## src/rtl/load_dcache_arbiter.sv

```systemverilog
// Round-robin arbiter sharing one data-cache read port among NUM_LD load units.
// It routes hit data, and later miss-refill broadcasts, back to the load unit that owns each request.
module load_dcache_arbiter #(
  parameter int NUM_LD = 2,
  parameter int XLEN   = 32,
  parameter int TAG_W  = 2
) (
  input  logic                   clock,
  input  logic                   reset,
  input  logic                   squash,
  input  logic [NUM_LD-1:0]      ld_req_en,
  input  logic [NUM_LD*XLEN-1:0] ld_req_addr,
  output logic [NUM_LD-1:0]      ld_is_hit,
  output logic [NUM_LD-1:0]      ld_bcast_en,
  output logic [NUM_LD*XLEN-1:0] ld_data,
  output logic                   dc_req_valid,
  output logic [XLEN-1:0]        dc_req_addr,
  input  logic                   dc_req_ready,
  input  logic                   dc_hit,
  input  logic [XLEN-1:0]        dc_data,
  input  logic [TAG_W-1:0]       dc_miss_tag,
  input  logic                   dc_bcast_en,
  input  logic [TAG_W-1:0]       dc_bcast_tag,
  input  logic [XLEN-1:0]        dc_bcast_data
);

  localparam int PTR_W = (NUM_LD > 2) ? 2 : 1;

  localparam logic [1:0] IDLE      = 2'd0;
  localparam logic [1:0] PEND      = 2'd1;
  localparam logic [1:0] WAIT_MISS = 2'd2;

  logic [1:0]       state_r [NUM_LD];
  logic [XLEN-1:0]  addr_r  [NUM_LD];
  logic [TAG_W-1:0] tag_r   [NUM_LD];
  logic [PTR_W-1:0] rr_ptr_r;

  logic [NUM_LD-1:0] bypass_s;
  logic [NUM_LD-1:0] cand_s;
  logic [NUM_LD-1:0] bmatch_s;
  logic [PTR_W-1:0]  grant_s;
  logic [PTR_W-1:0]  rr_next_s;
  logic [XLEN-1:0]   sel_addr_s;
  logic              accept_s;

  function automatic int wrap_idx(input int base, input int k);
    return (base + k) % NUM_LD;
  endfunction

  // Candidate collection, round-robin grant and the request to the dcache.
  always_comb begin
    bypass_s   = '0;
    cand_s     = '0;
    grant_s    = '0;
    sel_addr_s = '0;
    for (int i = 0; i < NUM_LD; i++) begin
      bypass_s[i] = (state_r[i] == IDLE) && ld_req_en[i];
      cand_s[i]   = reset && !squash && ((state_r[i] == PEND) || bypass_s[i]);
    end
    // Scanning from the farthest position down leaves the nearest candidate at or after rr_ptr.
    for (int k = NUM_LD - 1; k >= 0; k--) begin
      grant_s = cand_s[PTR_W'(wrap_idx(int'(rr_ptr_r), k))] ?
                PTR_W'(wrap_idx(int'(rr_ptr_r), k)) : grant_s;
    end
    for (int i = 0; i < NUM_LD; i++) begin
      if (grant_s == PTR_W'(i)) begin
        sel_addr_s = bypass_s[i] ? ld_req_addr[i*XLEN +: XLEN] : addr_r[i];
      end else begin
        sel_addr_s = sel_addr_s;
      end
    end
    dc_req_valid = |cand_s;
    dc_req_addr  = dc_req_valid ? {sel_addr_s[XLEN-1:2], 2'b00} : '0;
    accept_s     = dc_req_valid && dc_req_ready;
    rr_next_s    = (grant_s == PTR_W'(NUM_LD - 1)) ? '0 : grant_s + PTR_W'(1);
  end

  // Per-unit responses: same-cycle hit data or a matching refill broadcast.
  always_comb begin
    ld_is_hit   = '0;
    ld_bcast_en = '0;
    ld_data     = '0;
    bmatch_s    = '0;
    for (int i = 0; i < NUM_LD; i++) begin
      bmatch_s[i]    = reset && !squash && dc_bcast_en &&
                       (state_r[i] == WAIT_MISS) && (tag_r[i] == dc_bcast_tag);
      ld_is_hit[i]   = accept_s && dc_hit && (grant_s == PTR_W'(i));
      ld_bcast_en[i] = bmatch_s[i];
      if (ld_is_hit[i]) begin
        ld_data[i*XLEN +: XLEN] = dc_data;
      end else if (bmatch_s[i]) begin
        ld_data[i*XLEN +: XLEN] = dc_bcast_data;
      end else begin
        ld_data[i*XLEN +: XLEN] = '0;
      end
    end
  end

  // Per-unit state, latched address and miss tag, plus the round-robin pointer.
  always_ff @(posedge clock or negedge reset) begin
    if (!reset) begin
      rr_ptr_r <= '0;
      for (int i = 0; i < NUM_LD; i++) begin
        state_r[i] <= IDLE;
        addr_r[i]  <= '0;
        tag_r[i]   <= '0;
      end
    end else if (squash) begin
      for (int i = 0; i < NUM_LD; i++) begin
        state_r[i] <= IDLE;
      end
    end else begin
      if (accept_s) begin
        rr_ptr_r <= rr_next_s;
      end else begin
        rr_ptr_r <= rr_ptr_r;
      end
      for (int i = 0; i < NUM_LD; i++) begin
        if (bmatch_s[i]) begin
          state_r[i] <= IDLE;
        end else if (accept_s && (grant_s == PTR_W'(i))) begin
          state_r[i] <= dc_hit ? IDLE : WAIT_MISS;
          tag_r[i]   <= dc_miss_tag;
        end else if (bypass_s[i]) begin
          state_r[i] <= PEND;
          addr_r[i]  <= ld_req_addr[i*XLEN +: XLEN];
        end else begin
          state_r[i] <= state_r[i];
        end
      end
    end
  end

endmodule

```

## config.mk

```make
export PLATFORM = sky130hd
export DESIGN_NAME = load_dcache_arbiter
export DESIGN_NICKNAME = d
export VERILOG_FILES = /design/src/rtl/load_dcache_arbiter.sv
export SDC_FILE = /design/constraint.sdc
export NUM_CORES = 1
export LEC_CHECK = 0
export ABC_AREA = 0
export CAP_MARGIN = 40
export CELL_PAD_IN_SITES_DETAIL_PLACEMENT = 0
export CELL_PAD_IN_SITES_GLOBAL_PLACEMENT = 1
export CORE_ASPECT_RATIO = 1.75
export CORE_MARGIN = 1.5
export CORE_UTILIZATION = 27
export CTS_BUF_LIST = sky130_fd_sc_hd__clkbuf_2
export DETAILED_ROUTE_END_ITERATION = 12
export GPL_TIMING_DRIVEN = 0
export PLACE_DENSITY_LB_ADDON = 0.1
export SYNTH_ARGS = -nofsm -noshare
export SYNTH_HDL_FRONTEND = slang
export SYNTH_SLANG_ARGS = --single-unit
```

## constraint.sdc

```tcl
create_clock -name clock -period 2.1 [get_ports clock]
set_input_delay 0.42 -clock clock [delete_from_list [all_inputs] [get_ports clock]]
set_output_delay 0.42 -clock clock [all_outputs]
set_load 0.05 [all_outputs]
```

==> flow_metrics.py <==
metrics = {
    "sta": {
        "drv_slew": 0,
        "finalCriticalPeriod_ns": 3.00,
        "fin_tns_setup_ns": -86.01,
        "finClkSkew_ns": 0.0417,
        "timing.final.crit_share": 1.43,
        "fmax_mhz": 333,
        "rsz0062_at_grt": "true",
        "worst_slack_ns": -0.904,
        "finalHoldViolations": 0,
        "worst_hold_slack_ns": 0.244,
        "setup_violations": 141,
    },
    "detailed_routing": {
        "wl_um": 20800,
        "drc": 0,
        "wl_per_cell_um": 18.9,
        "first_pass_iters": 4,
        "detail-route-antenna-nets": 0,
        "drt_iter0_drc": 183,
        "avgViaCountPerCell": 4.87,
        "vias": 5344,
    },
    "layout": {
        "nets": 998,
        "final_common_cell": "clkdlybuf4s50_1",
        "fin_util": 0.609,
        "finalNonFillerCells": 1098,
        "layout-drive-gt1-share": 0.549,
        "stdcell_area_sq_um": 11000,
        "syn_to_final_growth_pct": 122,
        "final_cell_mix": "132 x clkdlybuf4s50_1, 114 x buf_6, 67 x dfrtp_1",
    },
    "floorplan": {
        "chipHeight_um": 182,
        "die-area_sq_um": 19100,
        "core_area_sq_um": 18000,
        "ios": 241,
        "initial_core_util": 0.274,
        "row_count": 65,
        "die_w_um": 105,
    },
    "min_path": {
        "hp-start": "dc_req_ready",
        "hold_depth": 2,
        "hold_end": "rr_ptr_r",
        "hp-class": "input port to flip-flop",
    },
    "logic_synthesis": {
        "yosysTopAreaCellShare": 0.350,
        "yosys_warnings": 0,
        "synth_area_leaders": "dfrtp_1 35%, mux2i_1 13%, mux2_2 9.4%",
        "synth_edf_count": 0,
        "synth_seq_cells": 69,
        "synthFlopType": "dfrtp_1",
        "netlist_area_sq_um": 4930,
        "synthArstFlopShare": 1.00,
        "syn_avg_cell_area_sq_um": 9.20,
        "syn_inst": 536,
        "ys_seq_area_frac": 0.350,
        "synth_cell_types": 38,
        "synth_top_area_cell": "dfrtp_1",
    },
    "global_routing": {
        "grt_start_max_net_pins": 51,
        "first_global_vias": 5819,
        "grt_usage": 0.211,
        "antenna_found_initial": 1,
        "overflow": 0,
        "grt_pass1_wl_um": 31400,
    },
    "pwr": {
        "p_seq_frac": 0.340,
        "total_leakage_power_nw": 4.67,
        "power_frac_comb": 0.536,
        "powerDensity_nw_per_um2": 497,
        "internal_power_mw": 3.32,
        "clkPwrFrac": 0.123,
        "ir_worst_vdd_v": 0.000468,
        "swShare": 0.389,
        "p_sw_mw": 2.12,
        "power_mw": 5.44,
    },
    "run_status": {
        "failed_checks": "setup timing",
        "status": "finished, violations left",
    },
    "placed_design": {
        "dpl_worst_slack_ns": -1.83,
        "place_area_sq_um": 8970,
        "dpl.cell_count": 1005,
        "place_hpwl_um": 14500,
        "port-buffer-count": 233,
        "gp_congestion": 0.757,
    },
    "cts": {
        "cts-root-buf": "clkbuf_2",
        "clock-sinks": 69,
        "htreeDepth": 3,
        "cts_buffers": 9,
        "clk_pin_slew_ns": 0.21,
        "cts_max_path_buffers": 2,
        "clk_latency_ns": 0.54,
        "cts_tree": "done",
    },
    "setup_path": {
        "cp-start-kind": "flip-flop",
        "crit_type": "flip-flop to primary output",
        "r2r_start": "tag_r[1]",
        "reg2reg_depth": 11,
        "cp.arrival_ns": 2.58,
        "crit_required_ns": 1.68,
        "critPathMaxFanout": 10,
        "r2r_slack_ns": -0.33,
        "crit_path_end_kind": "primary output",
        "r2r_end": "addr_r[25]",
    },
    "flow_run": {
        "max_cap_violations": 0,
    },
}
-- sequential cells by signal (all words and copies together), names as in the netlist --
signal and count:
addr_r 60, rr_ptr_r 1, state_r 4, tag_r 4
-- power groups by stage --
stage	clock, mW	sequential [mW]	combinational (mW)
2_1_floorplan	0	1.80	1.61
3_3_place_gp	0	1.82	2.26
3_5_place_dp	0	1.85	2.31
4_1_cts	0.709	1.83	2.70
5_1_grt	0.732	1.89	3.08
6_report	0.671	1.85	2.92
-- kinds of logic after synthesis --
| kind of cell | Yosys count | share of synthesized area |
|---|---|---|
| xor gates and xnor gates | 4 | 0.00710 |
| and+or+nand+nor | 148 | 0.148 |
| AOI/OAI and AO/OA | 104 | 0.143 |
| muxes | 126 | 0.272 |
| DFF | 69 | 0.350 |
| buffers and inverters | 84 | 0.0789 |
| other | 1 | 0.000760 |
-- routing by layer --
metal  vias to the layer above  GRT usage  part of all wire
met1                      2626      0.210              0.35
met5                         -          0                 0
met4                         0     0.0888             0.042
met2                       190      0.426              0.57
li1                       2480          -                 -
met3                        48     0.0266             0.040
-- worst max-delay path, cell delays in order (launching register included) --
cell and delay (ns):
dfrtp_2 0.50, o21bai_4 0.16, or4b_4 0.49, a21bo_1 0.21, buf_12 0.17, clkbuf_16 0.18
mux2i_4 0.17, buf_6 0.18
-- cells in the mapped netlist (2+ instances only) --
cell type  instances
nor2_1             2
xor2_1             4
a21oi_1            5
buf_6              5
mux2_1            23
mux2_2            41
buf_2             14
dfrtp_1           69
nand2_1           98
buf_4              5
or4b_4             2
clkbuf_1          19
nor4_1             2
nand2b_1           3
buf_1              3
a211oi_1          60
nor3_1             2
nor3b_1            2
mux2i_1           62
o21ai_0           32
inv_1             37
nor2b_1           30
-- worst max path at each step --
stage / slack, ns / endpoint / startpoint
floorplan: -0.46 / ld_data[10] / squash
global placement: -4.84 / ld_data[11] / reset
detailed placement: -1.83 / ld_data[11] / squash
CTS: -0.97 / ld_data[11] / state_r[2]
global route: -0.98 / ld_data[48] / state_r[3]
finish: -0.90 / ld_data[6] / state_r[2]
-- cell type report --
| type | count | area, sq um |
|---|---|---|
| Fill cell | 1520 | 7020 |
| Multi-Input combinational cell | 384 | 4600 |
| Timing Repair Buffer | 312 | 3430 |
| Sequential cell | 69 | 1730 |
| Buffer | 44 | 663 |
| Tap cell | 234 | 293 |
| Inverter | 38 | 146 |
| Clock buffer | 10 | 50.0 |
| Clock inverter | 6 | 40.0 |
| Antenna cell | 1 | 2.50 |
-- timing repair --
action,CTS,global route
resized for setup,861,97
hold buffers,2,0
setup endpoints to repair,165,159
cloned,10,2
buffers inserted,55,15
pin swaps,14,11
endpoints found under the hold margin,19,0
Note: power is estimated with default switching activity, not from simulation.
